--- src/rtl/instruction_fetch_unit.sv ---
// Instruction fetch: issues word reads to instruction memory, queues {pc, instr} pairs for decode,
// and handles redirects, in-flight squash and the HALT opcode stop.
module instruction_fetch_unit #(
    parameter int                ADDR_W      = 16,
    parameter int                INSTR_W     = 16,
    parameter logic [ADDR_W-1:0] RESET_PC    = '0,
    parameter int                DEPTH       = 2,
    parameter logic [3:0]        HALT_OPCODE = 4'hF
) (
    input  logic               clk,
    input  logic               reset,
    output logic [ADDR_W-1:0]  mem_addr,
    output logic               mem_en,
    input  logic [INSTR_W-1:0] mem_instr,
    input  logic               redirect_valid,
    input  logic [ADDR_W-1:0]  redirect_pc,
    output logic               if_valid,
    input  logic               if_ready,
    output logic [INSTR_W-1:0] if_instr,
    output logic [ADDR_W-1:0]  if_pc,
    output logic               halted
);
    localparam int PTR_W = $clog2(DEPTH);
    localparam int CNT_W = $clog2(DEPTH + 1);

    typedef logic [PTR_W-1:0] ptr_t;

    typedef struct packed {
        logic [ADDR_W-1:0]  pc;
        logic [INSTR_W-1:0] instr;
    } entry_t;

    typedef enum logic {RUN = 1'b0, HALTED = 1'b1} state_t;

    state_t             state_q, state_d;
    logic [ADDR_W-1:0]  fetch_pc_q, fetch_pc_d;
    logic [ADDR_W-1:0]  req_pc_q, req_pc_d;
    logic               inflight_q, inflight_d;
    logic [CNT_W-1:0]   count_q, count_d;
    ptr_t               rd_q, rd_d, wr_q, wr_d;
    entry_t             fifo_q [DEPTH];
    entry_t             fifo_d [DEPTH];

    logic arrive, is_halt, pop, issue, push, do_pop;

    function automatic ptr_t ptr_inc(input ptr_t p);
        return (p == ptr_t'(DEPTH - 1)) ? '0 : p + 1'b1;
    endfunction

    assign arrive  = inflight_q;
    assign is_halt = arrive && (mem_instr[INSTR_W-1 -: 4] == HALT_OPCODE);
    assign if_valid = (count_q != '0);
    assign pop     = if_valid && if_ready;
    // Credit counts the in-flight word so an arrival always has a slot waiting for it.
    assign issue   = (state_q == RUN) && !redirect_valid && !is_halt &&
                     (int'(count_q) + int'(inflight_q) - int'(pop) < DEPTH);
    assign push    = arrive && !redirect_valid;
    assign do_pop  = pop && !redirect_valid;

    assign mem_addr = fetch_pc_q;
    assign mem_en   = issue;
    assign if_instr = if_valid ? fifo_q[rd_q].instr : '0;
    assign if_pc    = if_valid ? fifo_q[rd_q].pc : '0;
    assign halted   = (state_q == HALTED);

    always_comb begin
        state_d    = state_q;
        fetch_pc_d = fetch_pc_q;
        req_pc_d   = req_pc_q;
        inflight_d = issue;
        count_d    = count_q;
        rd_d       = rd_q;
        wr_d       = wr_q;
        fifo_d     = fifo_q;
        if (redirect_valid) begin
            // Squash everything queued or returning; restart cleanly at the target.
            state_d    = RUN;
            fetch_pc_d = redirect_pc;
            inflight_d = 1'b0;
            count_d    = '0;
            rd_d       = '0;
            wr_d       = '0;
        end else begin
            if (issue) begin
                req_pc_d   = fetch_pc_q;
                fetch_pc_d = fetch_pc_q + 1'b1;
            end
            if (push) begin
                fifo_d[wr_q] = '{pc: req_pc_q, instr: mem_instr};
                wr_d         = ptr_inc(wr_q);
                if (is_halt) state_d = HALTED;
            end
            if (do_pop) rd_d = ptr_inc(rd_q);
            case ({push, do_pop})
                2'b10:   count_d = count_q + 1'b1;
                2'b01:   count_d = count_q - 1'b1;
                default: count_d = count_q;
            endcase
        end
    end

    always_ff @(posedge clk) begin
        if (reset) begin
            state_q    <= RUN;
            fetch_pc_q <= RESET_PC;
            req_pc_q   <= '0;
            inflight_q <= 1'b0;
            count_q    <= '0;
            rd_q       <= '0;
            wr_q       <= '0;
            for (int i = 0; i < DEPTH; i++) fifo_q[i] <= '0;
        end else begin
            state_q    <= state_d;
            fetch_pc_q <= fetch_pc_d;
            req_pc_q   <= req_pc_d;
            inflight_q <= inflight_d;
            count_q    <= count_d;
            rd_q       <= rd_d;
            wr_q       <= wr_d;
            fifo_q     <= fifo_d;
        end
    end

endmodule
--- config.mk ---
export PLATFORM = sky130hd
export DESIGN_NAME = instruction_fetch_unit
export DESIGN_NICKNAME = d
export VERILOG_FILES = /design/src/rtl/instruction_fetch_unit.sv
export SDC_FILE = /design/constraint.sdc
export NUM_CORES = 1
export LEC_CHECK = 0
export ABC_AREA = 1
export BUFFER_PORTS_ARGS = -buffer_cell sky130_fd_sc_hd__buf_2
export CAP_MARGIN = 40
export CELL_PAD_IN_SITES_DETAIL_PLACEMENT = 1
export CELL_PAD_IN_SITES_GLOBAL_PLACEMENT = 1
export CORE_UTILIZATION = 44
export CTS_BUF_LIST = sky130_fd_sc_hd__clkbuf_2 sky130_fd_sc_hd__clkbuf_4 sky130_fd_sc_hd__clkbuf_8
export DETAILED_ROUTE_END_ITERATION = 12
export GPL_ROUTABILITY_DRIVEN = 0
export GPL_TIMING_DRIVEN = 0
export PLACE_DENSITY_LB_ADDON = 0.1
export SYNTH_ARGS = -nofsm -noshare
export SYNTH_HDL_FRONTEND = slang
export SYNTH_SLANG_ARGS = --single-unit
--- constraint.sdc ---
create_clock -name clk -period 5.2 [get_ports clk]
set_clock_uncertainty 0.15 [all_clocks]
set_input_delay 0 -clock clk [delete_from_list [all_inputs] [get_ports clk]]
set_output_delay 0 -clock clk [all_outputs]
set_load 0.05 [all_outputs]
Word-level counts from Yosys, hierarchy flattened
Index checks and enable logic that the tools add are counted.
{"block": "word_totals", "output_inout_bits": 51, "wordCells": 59, "register_bits": 102, "inputBits": 36}
{"block": "classes", "addsub": 7, "magnitude_cmp": 4, "mux": 13, "eq_ne": 3, "bitwise_logic": 4, "n_reduce_logical": 17}
{"cell": "$mux W32", "count": 4}
{"cell": "$bwmux W64", "count": 1}
{"cell": "$mux W16", "count": 4}
{"cell": "$demux W32 S1", "count": 1}
{"cell": "$add A16 B1 Y16 const B", "count": 1}
{"cell": "$logic_and A1 B1 Y1", "count": 8}
{"cell": "$reduce_and A2 Y1", "count": 3}
{"cell": "$reduce_bool A2 Y1", "count": 3}
{"cell": "$eq A4 B4 Y1 const B", "count": 1}
{"cell": "$ge A2 B2 Y1 const B", "count": 2}
{"cell": "$lt A4 B3 Y1 const B", "count": 1}
{"cell": "$not A1 Y2", "count": 2}
{"cell": "$pmux W2 S2", "count": 1}
{"cell": "$sub A3 B1 Y4", "count": 1}
{"cell": "$add A2 B1 Y3", "count": 1}
{"cell": "$add A1 B1 Y1 const B", "count": 2}
{"cell": "$add A2 B1 Y2 const B", "count": 1}
{"cell": "$eq A2 B1 Y1 const B", "count": 1}
{"cell": "$eq A2 B2 Y1 const B", "count": 1}
{"cell": "$logic_not A1 Y1", "count": 2}
{"cell": "$lt A2 B1 Y1 const B", "count": 1}
{"cell": "$mux W1", "count": 2}
{"cell": "$not A1 Y1", "count": 2}
{"cell": "$reduce_or A2 Y1", "count": 1}
{"cell": "$sub A2 B1 Y2 const B", "count": 1}

Longest topological paths before layout
Gate-level depths: netlist of the first run.
{"block": "depth", "word_depth": 7, "depth_mapped": 18, "mapped_depth_nobuf": 18}

Least setup slack after synthesis of the first run
No wires, ideal clock.
{"block": "synth_timing", "path_kind": "reg-to-reg", "start": "register count_q[1]", "end": "register req_pc_q[10]", "stages_incl_launch_ff": 15, "t_required_ns": 4.926, "setup_slack_ns": 2.641, "n_path_buf": 1, "period_less_slack_ns": 2.559, "arrival_time_ns": 2.285, "setup_ns": 0.124, "path_cell_list": "dfxtp_1 > nor2_1 > inv_1 > nand2_1 > inv_1 > ha_1 > inv_1 > nand2_1 > fa_1 > nand3_1 > nand2_2 > inv_2 > nor2_4 > buf_4 > a21oi_1"}
{"block": "synth_between", "elab_chain_len": 6, "word_cells_on_any_way": 7, "cone_classes": "add/sub: 2; order compare: 1; reduce/logical: 4"}
{"element": "start: declaration", "line": "39", "text": "logic [CNT_W-1:0] count_q, count_d;"}
{"element": "start signal: assignment", "line": "117", "text": "count_q <= count_d;"}
{"element": "parallel branches: the longest is 2 deep, another holds $add A2 B1 Y3"}
{"element": "$sub A3 B1 Y4 *", "line": "56", "text": "(int'(count_q) + int'(inflight_q) - int'(pop) < DEPTH);"}
{"element": "$lt A4 B3 Y1 *", "line": "56"}
{"element": "$logic_and A1 B1 Y1 *", "line": "55", "text": "assign issue = (state_q == RUN) && !redirect_valid && !is_halt &&"}
{"element": "via mem_en", "line": "13", "text": "output logic mem_en,"}
{"element": "$reduce_and A2 Y1 (no line) *"}
{"element": "end signal: assignment", "line": "115", "text": "req_pc_q <= req_pc_d;"}
{"element": "end: declaration", "line": "37", "text": "logic [ADDR_W-1:0] req_pc_q, req_pc_d;"}
Mark *: on every way through the listed nets, which the timed path passes.
A chain may end at the register's enable or synchronous reset.

Worst setup path after layout of the first run
{"block": "layout_timing", "start": "register count_q[1]", "end": "register fetch_pc_q[14], in the netlist mem_addr[14]"}
{"block": "layout_between", "elab_chain_len": 6, "word_cells_on_any_way": 7, "cone_classes": "add/sub: 2; order compare: 1; reduce/logical: 4"}
{"element": "parallel branches: the longest is 2 deep, another holds $add A2 B1 Y3"}
{"element": "$sub A3 B1 Y4 *", "line": "56"}
{"element": "$lt A4 B3 Y1 *", "line": "56"}
{"element": "$logic_and A1 B1 Y1 *", "line": "55"}
{"element": "$reduce_bool A2 Y1 (no line) *"}
{"element": "end signal: assignment", "line": "114", "text": "fetch_pc_q <= fetch_pc_d;"}
{"element": "end: declaration", "line": "36", "text": "logic [ADDR_W-1:0] fetch_pc_q, fetch_pc_d;"}
Every way passes the cells marked *.

==> impl_metrics.ini, run 1 <==
[timing]
tightest_slew_ps = 590
setup_violations = 0
fmax_mhz = 283
slew_headroom_pct = 60.7
layout_min_cycle_time_ps = 3530
hold_viol = 0
maxSlewViolCount = 0
rsz0062_at_grt = no
finalCritPeriodShare_pct = 68.0
finalSetupTns_ps = 0

[clock_tree]
root_buffer = clkbuf_8
clock-sinks = 102
cts_buffer_depth = 2
htree_levels = 3
clk_pin_slew_ps = 100
numCtsBuffers = 9
cts_tree = built
insertion_delay_ps = 360

[synth]
avgSynthCellArea_um2 = 7.15
syn_inst = 657
ys_seq_area_share_pct = 43.5
synth_compound_area_share_pct = 21.8
synth-simple-area-share_pct = 21.9
mappedNetlistNets = 698
syn-cell-area_um2 = 4700
ys_ff_latch = 102
synthMuxAreaShare_pct = 0
synth_top_family_by_area = simple AND/OR/NAND/NOR gates
synthXorXnorAreaFrac_pct = 0.932
synth_edf_count = 0
synthArstFlopShare_pct = 0
yosys_most_used_dff = dfxtp_1
synthAdderAreaFrac_pct = 1.49
synth.yosys.warnings = 0
ys_types = 30

[global_routing]
track_usage_pct = 29.8
grt_max_degree = 17
grt_pass1_vias = 5238
antenna_found_initial = 0
grt_pass1_wl_um = 26200
overflow = 0

[placed_design]
dp_cells = 878
dp_hpwl_um = 10800
placement.io_buffers = 85

[critical_path]
timing.critical_path.cells = nor2_1 -> inv_1 -> nand2_1 -> inv_1 -> ha_1 -> inv_1 -> nand2_1 -> fa_1 -> inv_1 -> nand2_1 -> nand3_1 -> nand2_2 -> nand2_4 -> buf_6 -> nand3_1 -> nand2_1 -> nand2_1 -> nand2_1 -> dlygate4sd3_1
start_kind = flip-flop
cp.arrival_ps = 3700
critPathCaptureType = flip-flop
path_delay_family = buffers and inverters
path_class = flip-flop to flip-flop
worst-path-max-fanout = 10
critical_path_required_ps = 5360
crit_top_cell = nand2_1
cpMaxStageDelayCell = dlygate4sd3_1
worst-path-buf-inv = 6
critPathMaxStageDelay_ps = 550

[floorplanning]
die_w_um = 105
rows = 37
initial_core_util_pct = 45.5
core_um2 = 10300
io-pin-count = 87
die_area_um2 = 11100
fp.dieH_um = 105

[drt]
wire_per_inst_um = 17.1
remaining_drc_errors = 0
totalWireLength_um = 16000
drtAntennaViolNets = 0
via_count = 5065
via_per_inst = 5.40
drt_iter0_drc = 239
dr.pass1.iters = 4

[cells_and_area]
antenna_cells = 0
final_cell_mix = nand2_1 (118), a21oi_1 (114), dfxtp_1 (102)
fin_cells = 938
utilization_pct = 57.7
fill_cells = 1388
layout_commonest_cell = nand2_1
synthToLayoutAreaGrowth_pct = 26.7
finalNetCount = 838
drive_gt1_share_pct = 17.3

[power]
p_seq_share_pct = 51.4
p_int_mw = 1.17
p_comb_share_pct = 14.1
power_density_nw_per_um2 = 274
peakVddDrop_uv = 119
p_sw_share_pct = 28.5
leakage_nw = 2.52
clkPwrFrac_pct = 34.5
p_sw_uw = 465

[min_path]
holdCritPathClass = primary input to flip-flop

[run_status]
status = finished clean

[job]
max_cap_violations = 0
## synth_stat cells, types with 2 or more instances
library cell / count / area [um2]
nand2_1: 118 / 443
a21oi_1: 114 / 571
dfxtp_1: 102 / 2040
nand3_1: 63 / 315
inv_1: 58 / 218
o21ai_0: 52 / 260
nor2_1: 35 / 131
o21ai_1: 32 / 160
clkbuf_1: 24 / 90.1
buf_2: 11 / 55.1
buf_6: 8 / 90.1
inv_2: 5 / 18.8
ha_1: 4 / 50.1
nand4_1: 4 / 25.0
nor2_4: 4 / 45.0
nor3_1: 3 / 15.0
xor2_1: 3 / 26.3
buf_4: 2 / 15.0
nand2_2: 2 / 12.5
nor2_2: 2 / 12.5
xnor2_1: 2 / 17.5
## cell type report
| type | instances | area (um2) | area share, % |
|---|---|---|---|
| buffer | 45 | 250 | 4.20 |
| clock buffer | 10 | 131 | 2.21 |
| clock inverter | 6 | 86.3 | 1.45 |
| inverter | 64 | 240 | 4.04 |
| multi-input combinational | 446 | 2170 | 36.4 |
| sequential | 102 | 2040 | 34.3 |
| tap | 136 | 170 | 2.86 |
| timing repair buffer | 129 | 866 | 14.5 |
## registers in the layout, summed over array words and instances, names as in the netlist
signal / cells
count_q: 2
arrive: 1
rd_q: 1
halted: 1
mem_addr: 16
wr_q: 1
req_pc_q: 16
fifo_q: 64
## per-stage QoR
| stage | hold slack, ps | setup WS, ps | instance area [um2] | power [mW] |
|---|---|---|---|---|
| 6_report | 10.3 | 1670 | 5950 | 1.63 |
| 5_1_grt | 85.0 | 1350 | 5950 | 1.69 |
| 4_1_cts | 2.37 | 1710 | 5950 | 1.63 |
| 3_5_place_dp | 140 | 2230 | 5290 | 1.05 |
| 3_3_place_gp | 131 | 2300 | 5290 | 1.05 |
| 2_1_floorplan | 14.3 | 2640 | 4700 | 0.983 |
## tightest hold or removal path: stages
cell and delay (ps):
buf_2 150, inv_1 90, nand3_1 90, nand2_1 50, nand2_1 50, a21oi_1 50
## timing repair
item | in CTS | in global routing
hold endpoints to repair | 51 | 0
setup buffers | 0 | 0
resized for setup | 0 | 0
hold buffers | 44 | 0
## power groups by stage
stage	logic, mW	registers, mW	clock network (mW)
global placement	0.191	0.854	0
global route	0.251	0.843	0.600
CTS	0.225	0.838	0.566
detailed placement	0.199	0.855	0
finish	0.230	0.839	0.563
floorplan	0.106	0.878	0
## final timing paths
check                           slack (ps)  depth (start not counted)                   endpoint                     from
worst min register to register         310                          2    fifo_q[23]$_SDFFE_PP0P_  fifo_q[23]$_SDFFE_PP0P_
worst min-delay path                    10                          6   mem_addr[5]$_SDFFE_PP0P_           redirect_valid
worst max register to register        1670                         19  mem_addr[14]$_SDFFE_PP0P_  count_q[1]$_SDFFE_PP0P_
worst max-delay path                  1670                         19  mem_addr[14]$_SDFFE_PP0P_  count_q[1]$_SDFFE_PP0P_
## per-layer routing
metal / global-route usage, % / vias to the layer above / routed length [um]
met5: 0 / - / 0
met4: 10.7 / 0 / 250
met3: 3.59 / 22 / 747
met2: 51.5 / 151 / 7980
met1: 38.1 / 2449 / 7060
li1: - / 2443 / -
## cells by family after synthesis
family	Yosys count
compound gates	202
xor+xnor	5
fa+ha+maj	5
buf+inv	109
flops	102
simple gates	234
Note: power is estimated with default switching activity, not from simulation.
==> inputs of run 2 (changes only) <==
Settings changed: CORE_UTILIZATION 44 to 41.
Clock period 5.2 ns to 3.5 ns, I/O delays scaled along.
==> impl_metrics.ini, run 2 (same netlist as run 1, synthesis figures left out) <==
[global_routing]
grt_pass1_wl_um = 24800
grt_max_degree = 16
overflow = 0
antenna_found_initial = 0
track_usage_pct = 27.3
grt_pass1_vias = 4979

[power]
power_density_nw_per_um2 = 411
power_mw = 2.45
leakage_nw = 2.54
peakVddDrop_uv = 181

[clock_tree]
root_buffer = clkbuf_8
clock-sinks = 102
htree_levels = 3
cts_buffer_depth = 2
cts_tree = built
insertion_delay_ps = 390
numCtsBuffers = 9
clk_pin_slew_ps = 100
cts_setup_buffers = 0

[drt]
totalWireLength_um = 15600
drt_iter0_drc = 227
dr.pass1.iters = 4
via_per_inst = 5.25
via_count = 4939
wire_per_inst_um = 16.6
remaining_drc_errors = 0
drtAntennaViolNets = 0

[timing]
rsz0062_at_grt = no
fmax_mhz = 306
hold_viol = 0
maxSlewViolCount = 0
finalCritPeriodShare_pct = 93.2
setup_violations = 0
finalSetupTns_ps = 0
tightest_slew_ps = 580
layout_min_cycle_time_ps = 3260
slew_headroom_pct = 61.4

[critical_path]
critical_path_required_ps = 3690
worst-path-max-fanout = 9
start_kind = flip-flop
path_class = flip-flop to flip-flop
critPathCaptureType = flip-flop
cp.arrival_ps = 3460

[floorplanning]
io-pin-count = 87
fp.dieH_um = 109
initial_core_util_pct = 42.8
rows = 38
core_um2 = 11000
die_area_um2 = 11900
die_w_um = 109

[cells_and_area]
utilization_pct = 54.3
largest_reg_flops = 64
antenna_cells = 0
drive_gt1_share_pct = 17.7
largest_register = fifo_q
final_cell_mix = nand2_1 (118), a21oi_1 (114), dfxtp_1 (100)
finalNetCount = 837
fill_cells = 1423
synthToLayoutAreaGrowth_pct = 26.9
layout_commonest_cell = nand2_1

[placed_design]
dp_hpwl_um = 11000
placement.io_buffers = 85

[run_status]
status = finished clean

[job]
max_cap_violations = 0

[min_path]
holdCritPathClass = primary input to flip-flop
run 2: per-stage QoR:
| step | instances | area (um2) | worst slack, ps | hold slack, ps |
|---|---|---|---|---|
| final | 941 | 5960 | 237 | 288 |
| after global placement | 882 | 5300 | 620 | 131 |
| after detailed placement | 882 | 5300 | 527 | 140 |
| after CTS | 941 | 5950 | 28.3 | 265 |
| after floorplan | 657 | 4700 | 941 | 14.3 |
| after global routing | 941 | 5960 | 8.40 | 304 |
run 2: layer usage:
metal / share of wire [%] / GRT usage [%]
met3: 3.2 / 3.11
met4: 1.4 / 9.07
met2: 48 / 45.6
met5: 0 / 0
met1: 47 / 36.4
run 2: cell type report:
| type | count | area (um2) | share of cell area, % |
|---|---|---|---|
| multi-input combinational | 446 | 2170 | 36.5 |
| sequential | 102 | 2040 | 34.3 |
| timing repair buffer | 128 | 856 | 14.4 |
| buffer | 45 | 250 | 4.20 |
| inverter | 64 | 240 | 4.03 |
| tap | 140 | 175 | 2.94 |
| clock buffer | 12 | 153 | 2.56 |
| clock inverter | 4 | 70.1 | 1.17 |
run 2: final timing paths:
path	from	endpoint	slack, ps	cells after the start
worst max-delay path	count_q[1]$_SDFFE_PP0P_	mem_addr[10]$_SDFFE_PP0P_	240	15
worst min-delay path	mem_instr[9]	fifo_q[9]$_SDFFE_PP0P_	290	4
worst max register to register	count_q[1]$_SDFFE_PP0P_	mem_addr[10]$_SDFFE_PP0P_	240	15
worst min register to register	fifo_q[27]$_SDFFE_PP0P_	fifo_q[27]$_SDFFE_PP0P_	310	2
run 2: where the power goes:
group          switching, mW  internal, mW  total [mW]
clock network          0.427         0.437       0.864
logic                  0.217         0.122       0.339
registers             0.0447          1.20        1.25
run 2: repair_timing:
| item | CTS | global route |
|---|---|---|
| gates resized for setup | 0 | 4 |
| hold buffers | 43 | 0 |
| endpoints found under the hold margin | 52 | 0 |
| setup endpoints to repair | 0 | 7 |
run 2: worst max-delay path: stages, from the launching register on:
cell	delay (ps)
dfxtp_2	370
nor2_1	130
inv_2	110
nand2_1	130
inv_1	80
ha_1	270
inv_1	50
nand2_1	80
fa_1	510
nand3_1	90
nand2_2	140
nand2_8	110
nor2_4	230
nand3_1	150
nand2_1	90
dlygate4sd3_1	540
